**src/rtl/button_step_debouncer.sv**
```systemverilog
// Conditions a raw push-button into a debounced level and single-cycle step pulses,
// with optional hold-to-auto-repeat, all on the design clock.
module button_step_debouncer #(
  parameter int SYNC_STAGES   = 2,
  parameter int DB_CYCLES     = 50000,
  parameter int REPEAT_DELAY  = 25000000,
  parameter int REPEAT_PERIOD = 5000000,
  parameter int CNT_W         = 25
) (
  input  logic clk,
  input  logic rst,
  input  logic btn_raw,
  input  logic repeat_en,
  output logic step,
  output logic btn_level,
  output logic rpt_active
);

  typedef enum logic [2:0] {
    IDLE,
    PRESS_DB,
    HELD,
    REPEAT,
    REL_DB
  } state_t;

  localparam logic [CNT_W-1:0] DB_LAST  = CNT_W'(DB_CYCLES - 1);
  localparam logic [CNT_W-1:0] RD_LAST  = CNT_W'(REPEAT_DELAY - 1);
  localparam logic [CNT_W-1:0] RP_LAST  = CNT_W'(REPEAT_PERIOD - 1);

  logic [SYNC_STAGES-1:0] sync_q, sync_d;
  state_t                 state_q, state_d;
  logic [CNT_W-1:0]       cnt_q, cnt_d;
  logic                   step_q, step_d;
  logic                   btn_level_q, btn_level_d;
  logic                   rpt_active_q, rpt_active_d;
  logic                   s;

  assign sync_d = {sync_q[SYNC_STAGES-2:0], btn_raw};
  assign s      = sync_q[SYNC_STAGES-1];

  always_ff @(posedge clk) begin
    if (rst) begin
      sync_q       <= '0;
      state_q      <= IDLE;
      cnt_q        <= '0;
      step_q       <= 1'b0;
      btn_level_q  <= 1'b0;
      rpt_active_q <= 1'b0;
    end else begin
      sync_q       <= sync_d;
      state_q      <= state_d;
      cnt_q        <= cnt_d;
      step_q       <= step_d;
      btn_level_q  <= btn_level_d;
      rpt_active_q <= rpt_active_d;
    end
  end

  // Every state change clears the counter, so no compare ever sees a wrapped value.
  always_comb begin
    state_d = state_q;
    cnt_d   = cnt_q;
    unique case (state_q)
      IDLE: begin
        cnt_d = '0;
        if (s) state_d = PRESS_DB;
      end
      PRESS_DB: begin
        if (!s) begin
          state_d = IDLE;
          cnt_d   = '0;
        end else if (cnt_q == DB_LAST) begin
          state_d = HELD;
          cnt_d   = '0;
        end else begin
          cnt_d = cnt_q + 1'b1;
        end
      end
      HELD: begin
        if (!s) begin
          state_d = REL_DB;
          cnt_d   = '0;
        end else if (!repeat_en) begin
          cnt_d = '0;
        end else if (cnt_q == RD_LAST) begin
          state_d = REPEAT;
          cnt_d   = '0;
        end else begin
          cnt_d = cnt_q + 1'b1;
        end
      end
      REPEAT: begin
        if (!s) begin
          state_d = REL_DB;
          cnt_d   = '0;
        end else if (!repeat_en) begin
          state_d = HELD;
          cnt_d   = '0;
        end else if (cnt_q == RP_LAST) begin
          cnt_d = '0;
        end else begin
          cnt_d = cnt_q + 1'b1;
        end
      end
      REL_DB: begin
        // A bounce back to 1 returns to HELD, never REPEAT, so the repeat delay restarts.
        if (s) begin
          state_d = HELD;
          cnt_d   = '0;
        end else if (cnt_q == DB_LAST) begin
          state_d = IDLE;
          cnt_d   = '0;
        end else begin
          cnt_d = cnt_q + 1'b1;
        end
      end
      default: begin
        state_d = IDLE;
        cnt_d   = '0;
      end
    endcase
  end

  always_comb begin
    step_d       = 1'b0;
    btn_level_d  = 1'b0;
    rpt_active_d = 1'b0;
    if ((state_q == PRESS_DB) && (state_d == HELD)) step_d = 1'b1;
    if ((state_q == HELD) && (state_d == REPEAT)) step_d = 1'b1;
    if ((state_q == REPEAT) && (state_d == REPEAT) && (cnt_q == RP_LAST)) step_d = 1'b1;
    if ((state_d == HELD) || (state_d == REPEAT) || (state_d == REL_DB)) btn_level_d = 1'b1;
    if (state_d == REPEAT) rpt_active_d = 1'b1;
  end

  assign step       = step_q;
  assign btn_level  = btn_level_q;
  assign rpt_active = rpt_active_q;

endmodule

```
**config.mk**
```make
export PLATFORM = sky130hd
export DESIGN_NAME = button_step_debouncer
export DESIGN_NICKNAME = d
export VERILOG_FILES = /design/src/rtl/button_step_debouncer.sv
export SDC_FILE = /design/constraint.sdc
export NUM_CORES = 1
export LEC_CHECK = 0
export CAP_MARGIN = 40
export CORE_MARGIN = 3
export CORE_UTILIZATION = 40
export CTS_CLUSTER_DIAMETER = 120
export DETAILED_ROUTE_END_ITERATION = 8
export PLACE_DENSITY = 0.68
export SETUP_SLACK_MARGIN = 0.2
export SKIP_LAST_GASP = 1
export SYNTH_ARGS = -nofsm -noshare
export SYNTH_HDL_FRONTEND = slang
export SYNTH_SLANG_ARGS = --single-unit
```
**constraint.sdc**
```tcl
create_clock -name clk -period 2.55 [get_ports clk]
set_input_delay 0.255 -clock clk [delete_from_list [all_inputs] [get_ports clk]]
set_output_delay 0.255 -clock clk [all_outputs]
set_load 0.03 [all_outputs]
```
# Word level (Yosys, flattened, before mapping)
# Cells that the tools add are included.
[totals]
register_bits = 33
inputBits = 4
output_inout_bits = 3
wordCells = 50
[op_classes]
n_addsub = 1
eq_ne = 10
n_mux = 26
n_reduce_logical = 7
[op_table]
columns = ["cell", "count"]
rows = [
  ["$mux 25", 9],
  ["$pmux 25 s4", 1],
  ["$mux 3", 10],
  ["$add 25x1->25 const B", 1],
  ["$eq 25x16->1 const B", 1],
  ["$eq 25x23->1 const B", 1],
  ["$eq 25x25->1 const B", 1],
  ["$pmux 3 s5", 1],
  ["$eq 3x2->1 const B", 4],
  ["$eq 3x3->1 const B", 2],
  ["$mux 1", 5],
  ["$logic_and 1x1->1", 4],
  ["$eq 3x1->1 const B", 1],
  ["$logic_not 3->1", 1],
  ["$logic_or 1x1->1", 2],
]

# Longest topological paths before layout
[logic_depth]
ltp_word = 10
mapped_depth = 7
depth_no_buf = 6

# Least setup slack after synthesis
# No wires, ideal clock.
[synth_path]
path_type = "register to register"
startpoint = "reg cnt_q[13]"
endpoint = "reg cnt_q[17]"
setup_time_ps = 116
arrival_ps = 1982
required_ps = 2434
path_slack_ps = 452
path_stages_with_launch = 7
n_path_buf = 1
period_less_slack_ps = 2098
cell_sequence = "dfxtp_1 or4_1 or2_1 or3_4 a22oi_4 buf_6 nor3_1"
[synth_via]
elab_chain_len = 5
word_cells_on_any_way = 14
classes_between = "add/sub: 1; eq/ne: 3; mux: 10"
[synth_lines]
columns = ["element", "line", "source"]
rows = [
  ["from (decl)", "33", "logic [CNT_W-1:0] cnt_q, cnt_d;"],
  ["from (signal assigned)", "53", "cnt_q <= cnt_d;"],
  ["$add 25x1->25 (tied with other cells)", "-", ""],
  ["$mux 25 (on tied branches)", "100, 86", ""],
  ["$mux 25 (on tied branches)", "97, 84", ""],
  ["$mux 25 (on tied branches)", "94, 81", ""],
  ["$pmux 25 s4 *", "64", "unique case (state_q)"],
]
# Mark *: on every way between the ends. The rest lies on a longest branch, timed or not.
# A chain may end at the register's enable or synchronous reset.

# Worst setup path in the final report
[layout_path]
startpoint = "reg cnt_q[9]"
endpoint = "reg cnt_q[8]"
[layout_via]
elab_chain_len = 5
word_cells_on_any_way = 13
classes_between = "eq/ne: 3; mux: 10"
[layout_lines]
columns = ["element", "line"]
rows = [
  ["$eq 25x23->1 or $eq 25x25->1 (tied branches)", "100, 86"],
  ["$mux 25 (on tied branches)", "100, 86"],
  ["$mux 25 (on tied branches)", "97, 84"],
  ["$mux 25 (on tied branches)", "94, 81"],
  ["$pmux 25 s4 *", "64"],
]
# Marks and branches as above.

==> impl_metrics.prom <==
# TYPE chip_impl_metric gauge
chip_impl_info{name="status",value="complete, no violations"} 1
chip_impl_info{name="worstReg2RegStart",value="cnt_q[9]$_SDFF_PP0_"} 1
chip_impl_metric{name="period_share",unit="%"} 86.0
chip_impl_metric{name="post-route-drc-count",unit=""} 0
chip_impl_metric{name="clk_transition_reported_paths",unit="ns"} 0.07
chip_impl_metric{name="seq_area_frac_synth",unit="%"} 41.4
chip_impl_metric{name="globalRouteOverflowTotal",unit=""} 0
chip_impl_metric{name="yosys_warnings",unit=""} 0
chip_impl_metric{name="clock_tree.buffer_depth",unit=""} 2
chip_impl_info{name="netlist.top_cell.by_area",value="sky130_fd_sc_hd__dfxtp_1"} 1
chip_impl_metric{name="cts_buffers",unit=""} 5
chip_impl_metric{name="cts_setup_buffers",unit=""} 0
chip_impl_info{name="synth.top_cells.by_area",value="sky130_fd_sc_hd__dfxtp_1 (41%), sky130_fd_sc_hd__nor3_1 (10%), sky130_fd_sc_hd__xnor2_1 (9.9%)"} 1
chip_impl_metric{name="clk_pwr_share",unit="%"} 48.3
chip_impl_metric{name="maximum_level_of_the_cts_h_tree",unit=""} 2
chip_impl_info{name="timing.hold.worst.class",value="reg2reg"} 1
chip_impl_info{name="synth-main-ff-cell",value="sky130_fd_sc_hd__dfxtp_1"} 1
chip_impl_metric{name="drt.antenna.violating_nets",unit=""} 0
chip_impl_metric{name="seqPwrFrac",unit="%"} 49.8
chip_impl_metric{name="worst_slew_margin_rel",unit="%"} 67.9
chip_impl_metric{name="grt_antenna_before_repair",unit=""} 0
chip_impl_metric{name="timing.final.hold_violations",unit=""} 0
chip_impl_metric{name="maximum_number_of_pins_on_one_net_before_global_route_repair",unit=""} 26
chip_impl_metric{name="netlist_area",unit="µm²"} 1600
chip_impl_metric{name="skew",unit="ns"} 0.00521
chip_impl_metric{name="post_drt_wl_per_cell",unit="µm"} 12.8
chip_impl_metric{name="initial_core_utilization",unit="%"} 42.6
chip_impl_metric{name="layout_setup_ws",unit="ns"} 0.356
chip_impl_info{name="crit_path_start_kind",value="flip-flop"} 1
chip_impl_info{name="startpoint_of_the_worst_hold_path",value="sync_q[0]$_SDFF_PP0_"} 1
chip_impl_metric{name="worst_slew_pin_slew",unit="ns"} 0.475
chip_impl_metric{name="final-max-slew-violation-count",unit=""} 0
chip_impl_metric{name="flow.area_growth_from_synthesis",unit="%"} 15.3
chip_impl_info{name="rsz0062_at_grt",value="false"} 1
chip_impl_metric{name="clkSinkCount",unit=""} 33
chip_impl_metric{name="numPortBuffers",unit=""} 6
chip_impl_metric{name="grt_pass1_vias",unit=""} 1239
chip_impl_metric{name="syn_nets",unit=""} 185
chip_impl_metric{name="timing.final.setup_violations",unit=""} 0
chip_impl_metric{name="synth_top_cell_area_share",unit="%"} 41.4
chip_impl_metric{name="avgSynthCellArea",unit="µm²"} 8.87
chip_impl_metric{name="net_switching_power_of_the_design",unit="mW"} 0.198
chip_impl_metric{name="dp_worst_setup_slack",unit="ns"} 0.232
chip_impl_info{name="final_common_cell",value="sky130_fd_sc_hd__dfxtp_1"} 1
chip_impl_metric{name="placement_rows",unit=""} 22
chip_impl_metric{name="leakage",unit="nW"} 0.583
chip_impl_metric{name="viasPerCell",unit=""} 5.29
chip_impl_metric{name="worst_path_largest_cell_delay",unit="ns"} 0.51
chip_impl_metric{name="number_of_vias_after_detailed_routing",unit=""} 1275
chip_impl_metric{name="cts.hold.buffers_added",unit=""} 0
chip_impl_metric{name="wl",unit="µm"} 3090
chip_impl_metric{name="synthCells",unit=""} 180
chip_impl_metric{name="synth_cell_types",unit=""} 34
chip_impl_metric{name="finalWeightedCongestion",unit=""} 0.781
chip_impl_metric{name="dr.pass1.iters",unit=""} 4
chip_impl_info{name="crit_start",value="cnt_q[9]$_SDFF_PP0_"} 1
chip_impl_info{name="cts_tree",value="done"} 1
chip_impl_metric{name="n_fill_cell",unit=""} 371
chip_impl_metric{name="switching_share",unit="%"} 18.9
chip_impl_metric{name="cell_internal_pwr",unit="mW"} 0.845
chip_impl_metric{name="fin_setup_tns",unit="ns"} 0
chip_impl_metric{name="vdd.ir_drop.worst",unit="mV"} 0.340
chip_impl_metric{name="drt_first_iter_violations",unit=""} 115
chip_impl_metric{name="grt_first_pass_wirelength",unit="µm"} 5660
chip_impl_metric{name="gr-usage-all-layers",unit="%"} 14.4
chip_impl_metric{name="synth_edf_count",unit=""} 0
chip_impl_metric{name="drive_above_1_share",unit="%"} 9.84
chip_impl_metric{name="cp_data_required_time",unit="ns"} 2.72
chip_impl_metric{name="holdWs",unit="ns"} 0.437
chip_impl_metric{name="num_antenna_cells",unit=""} 0
chip_impl_metric{name="synth-seq-cells",unit=""} 33
chip_impl_info{name="crit_path_kind",value="reg2reg"} 1
chip_impl_info{name="crit_path_cell_trace",value="or4bb_1 -> or2_1 -> or3_4 -> a22oi_4 -> buf_6 -> nor3_1"} 1
chip_impl_info{name="setup.worst_path.end_class",value="flip-flop"} 1
chip_impl_metric{name="cp_data_arrival_time",unit="ns"} 2.37
chip_impl_metric{name="clock.fmax",unit="MHz"} 456
chip_impl_info{name="final_cell_mix",value="sky130_fd_sc_hd__dfxtp_1 (33), sky130_fd_sc_hd__nor3_1 (32), sky130_fd_sc_hd__xnor2_1 (18), sky130_fd_sc_hd__nor2_1 (15), sky130_fd_sc_hd__nand2_1 (11)"} 1
chip_impl_metric{name="power_density",unit="nW/µm²"} 567
chip_impl_info{name="critical-path-slowest-cell",value="sky130_fd_sc_hd__or4bb_1"} 1
chip_impl_metric{name="place.detailed.hpwl",unit="µm"} 2210
chip_impl_metric{name="die_w",unit="µm"} 69.2
chip_impl_metric{name="finish.net_count",unit=""} 197
chip_impl_metric{name="finish.instance_area",unit="µm²"} 1840
chip_impl_metric{name="proportion_of_register_bits_with_asynchronous_set_or_reset_after_synthesis",unit="%"} 0
chip_impl_metric{name="drv_cap",unit=""} 0
chip_impl_metric{name="floorplan.die.height",unit="µm"} 69.2
chip_impl_info{name="cts_root_buf",value="sky130_fd_sc_hd__clkbuf_8"} 1
chip_impl_metric{name="timing.final.crit_period",unit="ns"} 2.19
chip_impl_metric{name="placedInstanceArea",unit="µm²"} 1710
chip_impl_metric{name="core_area",unit="µm²"} 3740
chip_impl_metric{name="worst-path-max-fanout",unit=""} 18
chip_impl_metric{name="die_area",unit="µm²"} 4790
chip_impl_metric{name="worst_skew_pair.late_latency",unit="ns"} 0.28
chip_impl_metric{name="number_of_primary_i_o_pins",unit=""} 7
chip_impl_metric{name="combPwrFrac",unit="%"} 1.9
[per-layer routing]
metal	up-vias	global-route usage [%]	routed length [µm]
met5	-	0	0
met4	0	5.21	36
met3	6	4.35	97
met2	15	21.6	1390
met1	587	19.6	1560
li1	667	-	-
[timing repair]
action / 4_1_cts / 5_1_grt
hold endpoints to repair: 0 / 0
setup endpoints to repair: 0 / 25
resized for setup: 0 / 2
[area by class of cell]
class	instances	area, µm²	share of cell area [%]
clock buffers	7	86.3	4.69
clock inverters	1	30.0	1.63
inverters	6	22.5	1.22
multi-input cells	135	867	47.1
flip-flops and latches	33	661	35.9
well taps	48	60.1	3.26
repair buffers	11	114	6.19
[sequential cells by signal, indices dropped and copies added (netlist names)]
| register | count |
|---|---|
| rpt_active | 1 |
| cnt_q | 25 |
| state_q | 3 |
| step | 1 |
| sync_q | 2 |
| btn_level | 1 |
[path summary, 6_finish.rpt]
path | endpoint | slack [ns] | cells past startpoint
setup / recovery | cnt_q[8]$_SDFF_PP0_ | 0.36 | 6
hold / removal | sync_q[1]$_SDFF_PP0_ | 0.44 | 1
setup reg to reg | cnt_q[8]$_SDFF_PP0_ | 0.36 | 6
hold reg to reg | sync_q[1]$_SDFF_PP0_ | 0.44 | 1
[stage by stage]
stage	std cells	total power [mW]	util [%]
floorplan	180	0.542	-
global placement	233	0.550	45.8
detailed placement	233	0.550	45.8
CTS	241	1.05	48.9
global route	241	1.08	49.2
finish	241	1.04	49.2
[power by group through the flow]
stage / Sequential [mW] / Combinational, mW / Clock, mW
2_1_floorplan: 0.530 / 0.0123 / 0
3_3_place_gp: 0.531 / 0.0194 / 0
3_5_place_dp: 0.531 / 0.0196 / 0
4_1_cts: 0.519 / 0.0197 / 0.515
5_1_grt: 0.519 / 0.0221 / 0.539
6_report: 0.519 / 0.0203 / 0.504
[synthesized netlist by cell type, types with 2 or more instances]
master / instances
sky130_fd_sc_hd__dfxtp_1: 33
sky130_fd_sc_hd__or2_2: 2
sky130_fd_sc_hd__nand4_1: 8
sky130_fd_sc_hd__or3_1: 3
sky130_fd_sc_hd__nor2b_1: 4
sky130_fd_sc_hd__nor2_1: 15
sky130_fd_sc_hd__or2_1: 2
sky130_fd_sc_hd__a31oi_1: 2
sky130_fd_sc_hd__or4_1: 2
sky130_fd_sc_hd__xnor2_1: 18
sky130_fd_sc_hd__inv_1: 6
sky130_fd_sc_hd__nand2_1: 11
sky130_fd_sc_hd__nand3_1: 6
sky130_fd_sc_hd__and4_1: 2
sky130_fd_sc_hd__nor4_1: 4
sky130_fd_sc_hd__clkbuf_1: 2
sky130_fd_sc_hd__o31ai_1: 2
sky130_fd_sc_hd__xor2_1: 6
sky130_fd_sc_hd__or4bb_1: 2
sky130_fd_sc_hd__a22oi_4: 2
sky130_fd_sc_hd__nor3_1: 32
sky130_fd_sc_hd__buf_6: 4
[cell families after synthesis]
group                      synth area share (%)
DFF                                        41.4
and+or+nand+nor                            33.4
buffers and inverters                      4.70
xor gates and xnor gates                   13.2
AOI/OAI and AO/OA                          6.58
adders and majority gates                 0.784
[critical path, delay by kind of cell, from the launching register on]
kind                   cells  cell delay (ns)
AO/OA/AOI/OAI              1             0.19
AND/OR/NAND/NOR            4             1.27
buffers and inverters      1             0.21
flip-flops                 1             0.42
No activity file was read; power rests on OpenSTA's default activity.
